$ cat config.mk
export PLATFORM = sky130hd
export DESIGN_NAME = mipi_csi_packet_parser
export DESIGN_NICKNAME = d
export VERILOG_FILES = /design/src/rtl/mipi_csi_pkg.sv /design/src/rtl/csi_ecc_calc.sv /design/src/rtl/mipi_csi_packet_parser.sv
export SDC_FILE = /design/constraint.sdc
export NUM_CORES = 1
export LEC_CHECK = 0
export BUFFER_PORTS_ARGS = -buffer_cell sky130_fd_sc_hd__buf_2
export CORE_AREA = 2 2 114 116
export CTS_BUF_LIST = sky130_fd_sc_hd__clkbuf_2
export DETAILED_ROUTE_END_ITERATION = 8
export DIE_AREA = 0 0 116 118
export PLACE_DENSITY = 0.8
export SLEW_MARGIN = 20
export SYNTH_ARGS = -nofsm -noshare
export SYNTH_HDL_FRONTEND = slang
export SYNTH_SLANG_ARGS = --single-unit
$ cat constraint.sdc
create_clock -name clk_i -period 3.2 [get_ports clk_i]
set_input_delay 0.16 -clock clk_i [delete_from_list [all_inputs] [get_ports clk_i]]
set_output_delay 0.16 -clock clk_i [all_outputs]
set_load 0.01 [all_outputs]
$ cat src/rtl/mipi_csi_pkg.sv
// mipi_csi_pkg: shared constants and types for the CSI-2 packet parser.
// Data-type codes, parser state encoding and fixed packet byte counts.
package mipi_csi_pkg;

   // Short-packet data types (synchronisation codes)
   localparam logic [5:0] DT_FS    = 6'h00;
   localparam logic [5:0] DT_FE    = 6'h01;
   localparam logic [5:0] DT_LS    = 6'h02;
   localparam logic [5:0] DT_LE    = 6'h03;
   // Long-packet image data types
   localparam logic [5:0] DT_RAW8  = 6'h2A;
   localparam logic [5:0] DT_RAW10 = 6'h2B;

   // Packet framing byte counts
   localparam int HDR_BYTES = 4;
   localparam int CRC_BYTES = 2;

   // Parser state, exposed on the top-level state_o debug port
   typedef enum logic [2:0] {
      IDLE    = 3'd0,
      HDR2    = 3'd1,
      PAYLOAD = 3'd2,
      CRC     = 3'd3,
      SKIP    = 3'd4
   } parser_state_t;

endpackage

$ cat src/rtl/csi_ecc_calc.sv
// csi_ecc_calc: combinational CSI-2 packet-header Hamming ECC.
// data = {WC[15:0], DI[7:0]}; ecc[5:0] are the six parity bits (ECC[7:6] are always 0).
// Only instantiated when CSI_ECC_CHECK_EN is defined.
module csi_ecc_calc (
   input  logic [23:0] data,
   output logic [5:0]  ecc
);

   // Each parity bit is the XOR of a fixed subset of the 24 header bits
   always_comb begin
      ecc[0] = ^(data & 24'hF12CB7);
      ecc[1] = ^(data & 24'hF2555B);
      ecc[2] = ^(data & 24'h749A6D);
      ecc[3] = ^(data & 24'hB8E38E);
      ecc[4] = ^(data & 24'hDF03F0);
      ecc[5] = ^(data & 24'hEFFC00);
   end

endmodule

$ cat src/rtl/mipi_csi_packet_parser.sv
// mipi_csi_packet_parser: CSI-2 packet layer between the 2-lane byte aligner and the
// RAW10 unpacker. Decodes headers from 16-bit beats, turns short packets into
// FS/FE/LS/LE strobes and repacks accepted long-packet payload into 32-bit words.
// Optional feature macro: CSI_ECC_CHECK_EN (header ECC check, err_ecc_o live).
//
// Handshake: a beat is consumed on every rising edge where in_valid_i is high; a low
// in_valid_i freezes the parser. out_valid_o is a one-cycle strobe with no ready --
// the downstream must accept every word. At 2 bytes per beat at most one word per
// two cycles is produced.
module mipi_csi_packet_parser
   import mipi_csi_pkg::*;
#(
   parameter logic [5:0] DEF_DT = 6'h2B
) (
   input  logic        clk_i,
   input  logic        reset_n_i,
   input  logic [15:0] in_data_i,
   input  logic        in_valid_i,
   input  logic        in_sop_i,
   input  logic [5:0]  cfg_dt_i,
   output logic [31:0] out_data_o,
   output logic [3:0]  out_be_o,
   output logic        out_valid_o,
   output logic        out_eol_o,
   output logic        fs_o,
   output logic        fe_o,
   output logic        ls_o,
   output logic        le_o,
   output logic [15:0] frame_num_o,
   output logic [1:0]  hdr_vc_o,
   output logic [5:0]  hdr_dt_o,
   output logic [15:0] hdr_wc_o,
   output logic        err_trunc_o,
   output logic        err_ecc_o,
   output logic [2:0]  state_o
);

   parser_state_t state_q, state_d;
   logic [7:0]  di_q, di_d;
   logic [7:0]  wc_lo_q, wc_lo_d;
   logic [5:0]  acc_dt_q, acc_dt_d;
   logic [16:0] rem_q, rem_d;        // 17 bits so WC+2 never wraps
   logic [1:0]  idx_q, idx_d;        // next free byte lane of the assembly register
   logic [31:0] asm_q, asm_d;

   logic [31:0] word_d;
   logic [3:0]  be_d;
   logic        valid_d, eol_d;
   logic [3:0]  strobe_d;            // {le, ls, fe, fs}
   logic        trunc_d, hdr_upd, frame_upd;

   logic [15:0] wc_full;
   logic [5:0]  dt;
   logic [2:0]  n_bytes;
   logic [31:0] merged;
   logic        ecc_ok;

   assign dt      = di_q[5:0];
   assign wc_full = {in_data_i[7:0], wc_lo_q};
   // Byte count of the final word: bytes already held plus 1 or 2 from this beat
   assign n_bytes = {1'b0, idx_q} + ((rem_q == 17'd1) ? 3'd1 : 3'd2);
   assign state_o = state_q;

`ifdef CSI_ECC_CHECK_EN
   logic [5:0] ecc_calc;
   logic       ecc_bad_d;

   csi_ecc_calc u_ecc (
      .data ({wc_full, di_q}),
      .ecc  (ecc_calc)
   );
   assign ecc_ok = (ecc_calc == in_data_i[13:8]);
`else
   assign ecc_ok    = 1'b1;
   assign err_ecc_o = 1'b0;
`endif

   // Assembly register with this beat's payload byte(s) dropped in at idx
   always_comb begin
      merged = asm_q;
      merged[{idx_q, 3'b000} +: 8] = in_data_i[7:0];
      if (rem_q != 17'd1) merged[{idx_q + 2'd1, 3'b000} +: 8] = in_data_i[15:8];
   end

   // Next-state and next-output decode
   always_comb begin
      state_d   = state_q;
      di_d      = di_q;
      wc_lo_d   = wc_lo_q;
      acc_dt_d  = acc_dt_q;
      rem_d     = rem_q;
      idx_d     = idx_q;
      asm_d     = asm_q;
      word_d    = out_data_o;
      be_d      = out_be_o;
      valid_d   = 1'b0;
      eol_d     = 1'b0;
      strobe_d  = 4'b0000;
      trunc_d   = 1'b0;
      hdr_upd   = 1'b0;
      frame_upd = 1'b0;
`ifdef CSI_ECC_CHECK_EN
      ecc_bad_d = 1'b0;
`endif
      if (in_valid_i) begin
         if (in_sop_i) begin
            // A SOP always starts a header; inside a packet it aborts the old one
            trunc_d  = (state_q != IDLE);
            di_d     = in_data_i[7:0];
            wc_lo_d  = in_data_i[15:8];
            acc_dt_d = cfg_dt_i;
            asm_d    = '0;
            idx_d    = 2'd0;
            state_d  = HDR2;
         end else begin
            case (state_q)
               IDLE: state_d = IDLE;
               HDR2: begin
                  if (!ecc_ok) begin
`ifdef CSI_ECC_CHECK_EN
                     ecc_bad_d = 1'b1;
`endif
                     if (dt >= 6'h10) begin
                        rem_d   = {1'b0, wc_full} + 17'(CRC_BYTES);
                        state_d = SKIP;
                     end else begin
                        state_d = IDLE;
                     end
                  end else begin
                     hdr_upd = 1'b1;
                     if (dt <= 6'h0F) begin
                        if (dt <= DT_LE) strobe_d[dt[1:0]] = 1'b1;
                        frame_upd = (dt == DT_FS);
                        state_d   = IDLE;
                     end else if (dt == acc_dt_q) begin
                        rem_d   = {1'b0, wc_full};
                        state_d = (wc_full == 16'd0) ? CRC : PAYLOAD;
                     end else begin
                        rem_d   = {1'b0, wc_full} + 17'(CRC_BYTES);
                        state_d = SKIP;
                     end
                  end
               end
               PAYLOAD: begin
                  if (rem_q <= 17'd2) begin
                     // Last payload byte(s): flush whatever is assembled
                     word_d  = merged;
                     be_d    = 4'((5'd1 << n_bytes) - 5'd1);
                     valid_d = 1'b1;
                     eol_d   = 1'b1;
                     asm_d   = '0;
                     idx_d   = 2'd0;
                     rem_d   = '0;
                     state_d = CRC;
                  end else begin
                     rem_d = rem_q - 17'd2;
                     if (idx_q == 2'd2) begin
                        word_d  = merged;
                        be_d    = 4'hF;
                        valid_d = 1'b1;
                        asm_d   = '0;
                        idx_d   = 2'd0;
                     end else begin
                        asm_d = merged;
                        idx_d = idx_q + 2'd2;
                     end
                  end
               end
               // One beat always covers the 1 or 2 remaining CRC bytes
               CRC: state_d = IDLE;
               SKIP: begin
                  if (rem_q <= 17'd2) state_d = IDLE;
                  else rem_d = rem_q - 17'd2;
               end
               default: state_d = IDLE;
            endcase
         end
      end
   end

   // Parser state register
   always_ff @(posedge clk_i or negedge reset_n_i) begin
      if (!reset_n_i) state_q <= IDLE;
      else            state_q <= state_d;
   end

   // Packet context: header bytes, accepted DT, byte counter, word assembly
   always_ff @(posedge clk_i or negedge reset_n_i) begin
      if (!reset_n_i) begin
         di_q     <= '0;
         wc_lo_q  <= '0;
         acc_dt_q <= DEF_DT;
         rem_q    <= '0;
         idx_q    <= '0;
         asm_q    <= '0;
      end else begin
         di_q     <= di_d;
         wc_lo_q  <= wc_lo_d;
         acc_dt_q <= acc_dt_d;
         rem_q    <= rem_d;
         idx_q    <= idx_d;
         asm_q    <= asm_d;
      end
   end

   // Registered outputs: word port, strobes, header fields, errors
   always_ff @(posedge clk_i or negedge reset_n_i) begin
      if (!reset_n_i) begin
         out_data_o  <= '0;
         out_be_o    <= '0;
         out_valid_o <= 1'b0;
         out_eol_o   <= 1'b0;
         fs_o        <= 1'b0;
         fe_o        <= 1'b0;
         ls_o        <= 1'b0;
         le_o        <= 1'b0;
         frame_num_o <= '0;
         hdr_vc_o    <= '0;
         hdr_dt_o    <= '0;
         hdr_wc_o    <= '0;
         err_trunc_o <= 1'b0;
      end else begin
         out_data_o  <= word_d;
         out_be_o    <= be_d;
         out_valid_o <= valid_d;
         out_eol_o   <= eol_d;
         fs_o        <= strobe_d[0];
         fe_o        <= strobe_d[1];
         ls_o        <= strobe_d[2];
         le_o        <= strobe_d[3];
         err_trunc_o <= trunc_d;
         if (frame_upd) frame_num_o <= wc_full;
         if (hdr_upd) begin
            hdr_vc_o <= di_q[7:6];
            hdr_dt_o <= dt;
            hdr_wc_o <= wc_full;
         end
      end
   end

`ifdef CSI_ECC_CHECK_EN
   // ECC mismatch pulse
   always_ff @(posedge clk_i or negedge reset_n_i) begin
      if (!reset_n_i) err_ecc_o <= 1'b0;
      else            err_ecc_o <= ecc_bad_d;
   end
`endif

endmodule

Yosys cells after proc, flatten, opt, wreduce, memory -nomap -nowiden
Cells that the tools add are included.
{"block": "word_totals", "register_bits": 159, "in_bits": 26, "output_inout_bits": 87}
{"block": "classes", "addsub": 8, "magnitude_cmp": 5, "eq_ne": 11, "shifts": 5, "muxes": 53, "n_bitwise": 1, "reduce_logical": 12}
{"op": "$mux 32", "n": 7}
{"op": "$mux 17", "n": 4}
{"op": "$bwmux 32", "n": 2}
{"op": "$shift 8x7->32 const A", "n": 2}
{"op": "$shiftx 8x7->32", "n": 2}
{"op": "$pmux 17 s3", "n": 1}
{"op": "$mux 4", "n": 7}
{"op": "$mux 1", "n": 20}
{"op": "$add 16x2->17 const B", "n": 1}
{"op": "$eq 17x1->1 const B", "n": 1}
{"op": "$le 17x2->1 const B", "n": 1}
{"op": "$ne 17x1->1 const B", "n": 1}
{"op": "$sub 17x2->17 const B", "n": 1}
{"op": "$logic_not 16->1", "n": 1}
{"op": "$mux 3", "n": 5}
{"op": "$neg 5->7", "n": 2}
{"op": "$mux 2", "n": 5}
{"op": "$pmux 3 s3", "n": 1}
{"op": "$eq 6x6->1", "n": 1}
{"op": "$le 6x2->1 const B", "n": 1}
{"op": "$le 6x4->1 const B", "n": 1}
{"op": "$logic_not 6->1", "n": 1}
{"op": "$ne 3x3->1 const B", "n": 2}
{"op": "$reduce_bool 3->1", "n": 2}
{"op": "other kinds (20)", "n": 23}

Logic depth before layout (Yosys ltp)
Gate-level depths: netlist of run 1.
{"block": "depth", "ltp_word": 9, "depth_mapped": 10, "depth_no_buf": 9}

Worst setup path before layout of run 1
OpenSTA, ideal clock, no wires.
{"block": "synth_path", "path_type": "reg2reg", "from": "reg rem_q[11]", "to": "reg out_be_o[3]", "setup_ns": 0.130, "arrival_time_ns": 2.176, "required_ns": 3.070, "path_slack_ns": 0.894, "stages_incl_launch_ff": 9, "period_less_slack_ns": 2.306, "cell_sequence": "dfrtp_1 > or4_4 > nor2_2 > and3_1 > nand2_1 > ha_1 > a211oi_1 > xnor2_1 > a21oi_1"}
{"block": "synth_via", "elab_chain_len": 6}
{"item": "start: declaration", "line": "mipi_csi_packet_parser.sv:42", "text": "logic [16:0] rem_q, rem_d;"}
{"item": "start signal: assignment", "line": "mipi_csi_packet_parser.sv:200", "text": "rem_q <= rem_d;"}
{"item": "$eq 17x1->1", "line": "mipi_csi_packet_parser.sv:61", "text": "assign n_bytes = {1'b0, idx_q} + ((rem_q == 17'd1) ? 3'd1 : 3'd2);"}
{"item": "$mux 2", "line": "mipi_csi_packet_parser.sv:61"}
{"item": "$add 2x2->3", "line": "mipi_csi_packet_parser.sv:61"}
{"item": "$shl 1x3->4", "line": "mipi_csi_packet_parser.sv:148", "text": "be_d = 4'((5'd1 << n_bytes) - 5'd1);"}
{"item": "$sub 4x1->4", "line": "mipi_csi_packet_parser.sv:148"}
{"item": "$mux 4", "line": "mipi_csi_packet_parser.sv:145", "text": "if (rem_q <= 17'd2) begin"}
{"item": "end signal: assignment", "line": "mipi_csi_packet_parser.sv:210", "text": "out_be_o <= '0;"}
{"item": "end signal: assignment", "line": "mipi_csi_packet_parser.sv:224", "text": "out_be_o <= be_d;"}
{"item": "end: declaration", "line": "mipi_csi_packet_parser.sv:22", "text": "output logic [3:0] out_be_o,"}
Several ways; a longest one is shown, not always the timed one.
A chain may end at the register's enable or synchronous reset.

Final worst setup path of run 1
{"block": "layout_path", "from": "reg rem_q[4]", "to": "reg state_q[0], in the netlist state_o[0]"}
{"block": "layout_via", "elab_chain_len": 3}
{"item": "$le 17x2->1 *", "line": "mipi_csi_packet_parser.sv:145, mipi_csi_packet_parser.sv:172"}
{"item": "$ne 3x3->1 (no line)"}
{"item": "$reduce_and 3->1 (no line) *"}
{"item": "end signal: assignment", "line": "mipi_csi_packet_parser.sv:184", "text": "else state_q <= state_d;"}
{"item": "end: declaration", "line": "mipi_csi_packet_parser.sv:38", "text": "parser_state_t state_q, state_d;"}
Mark *: on every way between the ends. The rest lies on a longest branch, timed or not.

==> summary.md, run 1 <==
| Metric | Value |
|---|---|
| Area of the multi-input gates | `2950 um2` |
| Sw frac | `34.1%` |
| Drt drc | `0` |
| Setup crit start kind | `register` |
| Slew Limit Fails | `0` |
| Final #Nets | `between 700 and 800` |
| Number of diodes | `0` |
| Static Leak | `approximately 4.0 nW` |
| Core area | `12,400 um2` |
| CP Capture Type | `register` |
| Post-Synthesis Cells | `around 630` |
| Remaining antenna violation count | `0` |
| Gr ovfl total | `0` |
| CP Max Fanout | `7` |
| Final wirelength | `roughly 18 mm` |
| Placed wire-length estimate | `about 12 mm` |
| 1st-iter DRT viols | `roughly 350` |
| Area leader, netlist | `dfrtp_1` |
| Yosys reg bits | `~160` |
| FF+latch area | `between 3000 and 4000 um2` |
| CP arrival | `3360 ps` |
| Total number of vias | `5,423` |
| Final worst path period share | `83.7%` |
| Switch Pwr | `between 1.5 and 2 mW` |
| Commonest cells after routing, fill and taps aside | `dfrtp_1 (154), buf_2 (110), nand2_1 (61), mux2_2 (56), o21ai_1 (34)` |
| Initial antenna violation count | `0` |
| Synth-to-Final Area Change | `16.6%` |
| Setup Total Neg Slack | `0 ps` |
| Post-CTS sizing | `0` |
| Worst r2r path cells | `7` |
| Initial core utilization | `~58%` |
| Crit-path cells | `or4_4 -> a211oi_4 -> and2_4 -> or3_1 -> nand2_1 -> o21ai_0 -> dlygate4sd3_1` |
| # setup viols final | `0` |
| Average cell area after synthesis | `approximately 11 um2` |
| Min-Delay Path Class | `input port to register` |
| Row cnt | `slightly above 40` |
| Post-layout min period | `about 2700 ps` |
| Routed len/inst | `between 15 and 20 um` |
| Int Pwr | `approximately 3.0 mW` |
| Pwr Density | `553 nW/um2` |
| RSZ-0062 raised after global routing | `false` |
| Non-filler instance count after layout | `between 900 and 1,000` |
| TritonCTS clock tree | `yes` |
| Net count after synthesis | `660` |
| Pin count of the biggest net entering global routing | `66` |
| Tot Pwr | `between 4 and 5 mW` |
| FF-to-FF setup slack | `between 500 and 600 ps` |
| Input/output buffers | `about 110` |
| R2r startpoint | `rem_q[4]` |
| H-tree depth | `4` |
| Critical path launch point | `rem_q[4]` |
| Routability cong. | `roughly 0.9` |
| Number of global-route vias before repair | `between 5,000 and 6,000` |
| Slew HR | `a little over a quarter` |
| Max stage delay on crit path | `approximately 600 ps` |
| Vias/cell | `roughly 5.8` |
| Die Area | `roughly 14,000 um2` |
| Synth cell types | `60` |
| Clock-pin slew on the worst setup and hold paths | `roughly 240 ps` |
| Die height | `between 100 and 150 um` |
| Worst Skew | `between 30 and 40 ps` |
| Fmax | `about 370 MHz` |
| Post-Syn Area | `roughly 7100 um2` |
| Global-route wire length before repair | `~29 mm` |
| Worst-Margin Slew | `1090 ps` |
| CP Data Required Time | `between 3000 and 4000 ps` |
| Post-synth top area share | `a little over half` |
| MaxCap Viol Count | `0` |
| Cell total after placement | `882` |
| Fin. Hold Viols | `0` |
| Sequential share of the synthesized area | `55.4%` |
| Status | `finished clean` |
| R2r endpoint | `state_o[0]` |
| Cell types occupying the most area after synthesis | `dfrtp_1 (54%), mux2_2 (8.8%), mux2i_1 (4.6%)` |
| Commonest non-fill, non-tap cell in the layout | `dfrtp_1` |
| # IOs | `between 100 and 150` |
| Worst-Skew Late Latency | `approximately 740 ps` |
| WS Path Type | `register to register` |
| DIE WIDTH | `116 um` |
| Layout cell share with drive strength beyond 1 | `29.7%` |
| Comb power frac | `roughly 22%` |
| First drt pass iteration count | `5` |
| Crit path capture | `state_o[0]` |
| Seq pwr share | `approximately 55%` |
| GRT Total Usage | `between 20 and 30%` |
| Root Buffer | `clkbuf_2` |
| Crit-path slowest cell | `or4_4` |
| CTS Buf Count | `17` |
| Sink Count | `158` |
| Clock share of power | `22.7%` |
| Max VDD drop | `0.485 mV` |
| Fill cells | `943` |
| Clock Tree Buf Depth | `2` |
| Synth warn | `0` |
metal layers:
metal / track usage, % / vias up / wire length, um
met1: 37.5 / 2710 / 7660
met3: 7.57 / 36 / 1120
li1: - / 2487 / -
met2: 42.7 / 190 / 8800
met5: 0 / - / 0
met4: 9.60 / 0 / 361
registers in the layout (all words and copies together) (netlist names), 2 cells and up:
signal	cells
acc_dt_q	6
asm_q	32
di_q	8
frame_num_o	16
hdr_dt_o	6
hdr_vc_o	2
hdr_wc_o	16
out_be_o	4
out_data_o	32
rem_q	17
state_o	3
wc_lo_q	8
through the flow:
| stage | cell area, um2 | util [%] | hold slack [ps] | worst slack, ps |
|---|---|---|---|---|
| 3_5_place_dp | 7800 | 62.9 | 241 | 536 |
| 4_1_cts | 8310 | 67.0 | 124 | 483 |
| 2_1_floorplan | 7140 | - | -136 | 894 |
| 3_3_place_gp | 7800 | 62.9 | 229 | 654 |
| 5_1_grt | 8330 | 67.1 | 109 | 352 |
| 6_report | 8330 | 67.1 | 171 | 522 |
what timing repair did:
| item | 4_1_cts | 5_1_grt |
|---|---|---|
| endpoints found under the hold margin | 188 | 0 |
| setup buffers | 0 | 0 |
| hold buffers | 28 | 0 |
cell type report:
type,count,share of cell area (%)
sequential,158,47.5
multi-input combinational,421,35.5
timing repair buffer,150,11.4
tap,172,2.58
clock inverter,15,1.61
clock buffer,17,1.02
inverter,10,0.451
synthesized netlist by cell type (all sizes together):
library cell	number
dfrtp	154
nand2	62
o21ai	62
mux2	56
mux2i	33
nor2	33
clkbuf	20
a22o	19
buf	18
nor2b	17
xnor2	17
a21oi	12
nor3	12
inv	10
a31oi	9
nor4	9
nand3	8
ha	6
nand4	6
o211ai	6
a211oi	5
or3	5
or4	5
a21o	4
dfstp	4
nand2b	4
nor3b	4
xor2	4
and2	2
and3	2
and4	2
conb	2
o221ai	2
or2	2
a211o	1
a221o	1
a311o	1
a31o	1
fa	1
nand4b	1
o2111ai	1
o21a	1
o22a	1
o311ai	1
or4b	1
worst max-delay path, delay by kind of cell (launching register included):
kind / cells / cell delay (ps)
flip-flops: 1 / 490
AO/OA/AOI/OAI: 2 / 490
AND/OR/NAND/NOR: 4 / 1100
buffers and inverters: 1 / 560
kinds of logic after synthesis:
family,after synthesis,synth area share [%]
xor gates and xnor gates,21,2.57
other,2,0.105
AOI/OAI and AO/OA,127,11.4
and+or+nand+nor,175,12.5
muxes,89,13.5
adders and majority gates,7,1.33
buffers and inverters,48,3.26
DFF,158,55.4
worst min-delay path by stage:
stage                 from             to  depth (start not counted)  slack (ps)
2_1_floorplan    reset_n_i    acc_dt_q[2]                          0        -140
3_3_place_gp     reset_n_i  out_data_o[3]                          1         230
3_5_place_dp     reset_n_i  out_data_o[4]                          1         240
4_1_cts        cfg_dt_i[2]    acc_dt_q[2]                          3         120
5_1_grt        cfg_dt_i[3]    acc_dt_q[3]                          3         110
6_report       cfg_dt_i[3]    acc_dt_q[3]                          3         170
power by group through the flow:
stage | Combinational (mW) | Clock [mW] | Sequential, mW
detailed placement | 0.993 | 0 | 2.56
finish | 1.03 | 1.04 | 2.53
floorplan | 0.580 | 0 | 2.55
global route | 1.13 | 1.15 | 2.58
CTS | 1.03 | 1.06 | 2.52
global placement | 0.963 | 0 | 2.54
No activity file was read; power rests on OpenSTA's default activity.
==> inputs of run 2 (changes only) <==
--- a/config.mk
+++ b/config.mk
@@ -6,11 +6,11 @@
 export NUM_CORES = 1
 export LEC_CHECK = 0
 export BUFFER_PORTS_ARGS = -buffer_cell sky130_fd_sc_hd__buf_2
-export CORE_AREA = 2 2 114 116
+export CORE_AREA = 2 2 120 122
 export CTS_BUF_LIST = sky130_fd_sc_hd__clkbuf_2
 export DETAILED_ROUTE_END_ITERATION = 8
-export DIE_AREA = 0 0 116 118
-export PLACE_DENSITY = 0.8
+export DIE_AREA = 0 0 122 124
+export PLACE_DENSITY = 0.76
 export SLEW_MARGIN = 20
 export SYNTH_ARGS = -nofsm -noshare
 export SYNTH_HDL_FRONTEND = slang
==> constraint.sdc (replaced) <==
create_clock -name clk_i -period 2.4 [get_ports clk_i]
set_input_delay 0.12 -clock clk_i [delete_from_list [all_inputs] [get_ports clk_i]]
set_output_delay 0.12 -clock clk_i [all_outputs]
set_load 0.01 [all_outputs]
==> run 2 against run 1 <==
- final cell count up 3.6%
- register-to-register slack worse by 430 ps
- worst hold slack worse by 25 ps
- critical endpoint is now asm_q[8]
- largest cell class unchanged
- largest power group unchanged
==> summary.md, run 2 (same netlist as run 1, synthesis figures left out) <==
| Metric | Value |
|---|---|
| Status | `finished clean (unchanged)` |
| Core area | `13,700 um2 (was 12,400 um2)` |
| R2r endpoint | `asm_q[8] (was state_o[0])` |
| Initial antenna violation count | `1 (was 0)` |
| Worst r2r path cells | `8 (was 7)` |
| Crit-path slowest cell | `or4_4 (unchanged)` |
| Layout cell share with drive strength beyond 1 | `32.5% (was 29.7%)` |
| Vias/cell | `5.67 (was 5.75)` |
| Non-filler instance count after layout | `977 (was 943)` |
| Number of global-route vias before repair | `5,538 (was 5,460)` |
| Static Leak | `4.19 nW (was 4.04 nW)` |
| TritonCTS clock tree | `yes (unchanged)` |
| Final worst path period share | `96.1% (was 83.7%)` |
| Biggest regs | `asm_q x32, out_data_o x32, rem_q x17 (unchanged)` |
| WHS Path Cells | `3 (unchanged)` |
| Post-layout min period | `2310 ps (was 2680 ps)` |
| Final wirelength | `18.1 mm (was 17.9 mm)` |
| DIE WIDTH | `122 um (was 116 um)` |
| Global-route wire length before repair | `28.8 mm (was 29.0 mm)` |
| FF-to-FF setup slack | `90 ps (was 520 ps)` |
| CTS Buf Count | `17 (unchanged)` |
| Synth-to-Final Area Change | `20.2% (was 16.6%)` |
| Pin count of the biggest net entering global routing | `59 (was 66)` |
| Die Area | `15,100 um2 (was 13,700 um2)` |
| H-tree depth | `4 (unchanged)` |
| Clock-pin slew on the worst setup and hold paths | `230 ps (was 240 ps)` |
| Max VDD drop | `0.472 mV (was 0.485 mV)` |
| Pwr Density | `729 nW/um2 (was 553 nW/um2)` |
| CP Data Required Time | `3070 ps (was 3880 ps)` |
| Drt drc | `0 (unchanged)` |
| Routability cong. | `0.904 (was 0.927)` |
| Sink Count | `158 (unchanged)` |
| Commonest cells after routing, fill and taps aside | `dfrtp_1 (154), buf_2 (110), nand2_1 (60), mux2_2 (56) (was dfrtp_1 (154), buf_2 (110), nand2_1 (61), mux2_2 (56), o21ai_1 (34))` |
| Worst Skew | `34.1 ps (was 36.1 ps)` |
| Total number of vias | `5,542 (was 5,423)` |
| Worst Hold Endpoint | `acc_dt_q[2] (was acc_dt_q[3])` |
| GRT Total Usage | `25.1% (was 27.6%)` |
| First drt pass iteration count | `5 (unchanged)` |
| # IOs | `113 (unchanged)` |
| Clock Tree Buf Depth | `2 (unchanged)` |
| Routed len/inst | `18.5 um (was 19.0 um)` |
| MaxCap Viol Count | `0 (unchanged)` |
| Placed wire-length estimate | `12.6 mm (was 12.2 mm)` |
| R2r startpoint | `rem_q[10] (was rem_q[4])` |
| Gr ovfl total | `0 (unchanged)` |
| Fin. Hold Viols | `0 (unchanged)` |
| Root Buffer | `clkbuf_2 (unchanged)` |
| CP most frequent cell | `buf_4` |
| Commonest non-fill, non-tap cell in the layout | `dfrtp_1 (unchanged)` |
| Max stage delay on crit path | `540 ps (was 600 ps)` |
| Crit-path cells | `or4_4 -> nor2_2 -> buf_4 -> and2_4 -> nor3_2 -> buf_4 -> a21o_4 -> a22o_1 (was or4_4 -> a211oi_4 -> and2_4 -> or3_1 -> nand2_1 -> o21ai_0 -> dlygate4sd3_1)` |
| Min-delay src | `cfg_dt_i[2] (was cfg_dt_i[3])` |
| CP Capture Type | `register (unchanged)` |
| 1st-iter DRT viols | `419 (was 346)` |
| CP arrival | `2980 ps (was 3360 ps)` |
| Worst-Skew Late Latency | `750 ps (was 740 ps)` |
| Cell total after placement | `911 (was 882)` |
| Remaining antenna violation count | `0 (unchanged)` |
| Input/output buffers | `111 (unchanged)` |
| Min-Delay Path Class | `input port to register (unchanged)` |
| Finished Cell Area | `8580 um2 (was 8330 um2)` |
| Die height | `124 um (was 118 um)` |
| Row cnt | `43 (was 41)` |
| Final #Nets | `816 (was 791)` |
| Worst hold slack | `146 ps (was 171 ps)` |
| WS Path Type | `register to register (unchanged)` |
| Slew HR | `30.8% (was 27.1%)` |
| Worst-Margin Slew | `1030 ps (was 1090 ps)` |
| CP Max Fanout | `10 (was 7)` |
| Fmax | `434 MHz (was 373 MHz)` |
| Setup crit start kind | `register (unchanged)` |
| Initial core utilization | `52.1% (was 57.5%)` |
| Dpl cell area | `8010 um2 (was 7800 um2)` |
| # setup viols final | `0 (unchanged)` |
| Slew Limit Fails | `0 (unchanged)` |
| RSZ-0062 raised after global routing | `false (unchanged)` |
| Tot Pwr | `6.26 mW (was 4.61 mW)` |
| Setup Total Neg Slack | `0 ps (unchanged)` |
run 2: cell types whose count changed in the layout (fill, tap and decap cells not counted), moves of 2 or more:
cell / previous run / this run
buf_4: 10 / 34
clkinv_2: 2 / 4
clkinv_4: 1 / 5
inv_6: 5 / 2
clkinvlp_4: 3 / 0
run 2: report_power, final:
| part | internal [mW] | switching (mW) |
|---|---|---|
| registers | 3.03 | 0.294 |
| logic | 0.762 | 0.841 |
| clock network | 0.380 | 0.954 |
| total | 4.17 | 2.09 |
run 2: what timing repair did:
item	4_1_cts	5_1_grt
buffers inserted	0	6
hold endpoints to repair	263	0
hold buffers	27	0
resized for setup	0	7
endpoints found under the setup margin	0	36
run 2: cell type report:
| cell class | count | area (um2) |
|---|---|---|
| timing repair buffer | 175 | 1160 |
| multi-input combinational | 421 | 2990 |
| fill | 1099 | 5130 |
| clock buffer | 18 | 90.1 |
| clock inverter | 14 | 119 |
| tap | 180 | 225 |
| sequential | 158 | 3960 |
| antenna | 1 | 2.50 |
| inverter | 10 | 37.5 |
run 2: per-stage QoR:
stage | util [%] | setup slack (ps)
after detailed placement | 58.4 | 80.3
after global placement | 58.4 | 143
final | 62.6 | 93.3
after floorplan | - | 93.9
after global routing | 62.6 | 15.4
after CTS | 62.0 | 3.34
run 2: critical path, delay by kind of cell (launching register included):
| kind | cells | cell delay (ps) |
|---|---|---|
| AO/OA/AOI/OAI | 2 | 450 |
| AND/OR/NAND/NOR | 4 | 940 |
| buffers and inverters | 2 | 370 |
| flip-flops | 1 | 480 |
run 2: how the worst max path moves through the flow:
stage	from	to	slack, ps	cells after the start
after CTS	rem_q[11]	asm_q[27]	3	7
after global placement	rem_q[5]	rem_q[1]	140	7
after detailed placement	rem_q[11]	asm_q[23]	80	7
after global routing	state_o[1]	rem_q[5]	20	7
after floorplan	rem_q[11]	out_be_o[3]	90	8
final	rem_q[10]	asm_q[8]	90	8
run 2: routing by layer:
metal	up-vias	global-route usage (%)	routed length (um)
met5	-	0	0
met4	0	11.9	537
met3	37	7.46	1260
met2	203	39.4	8760
met1	2761	32.3	7520
li1	2541	-	-
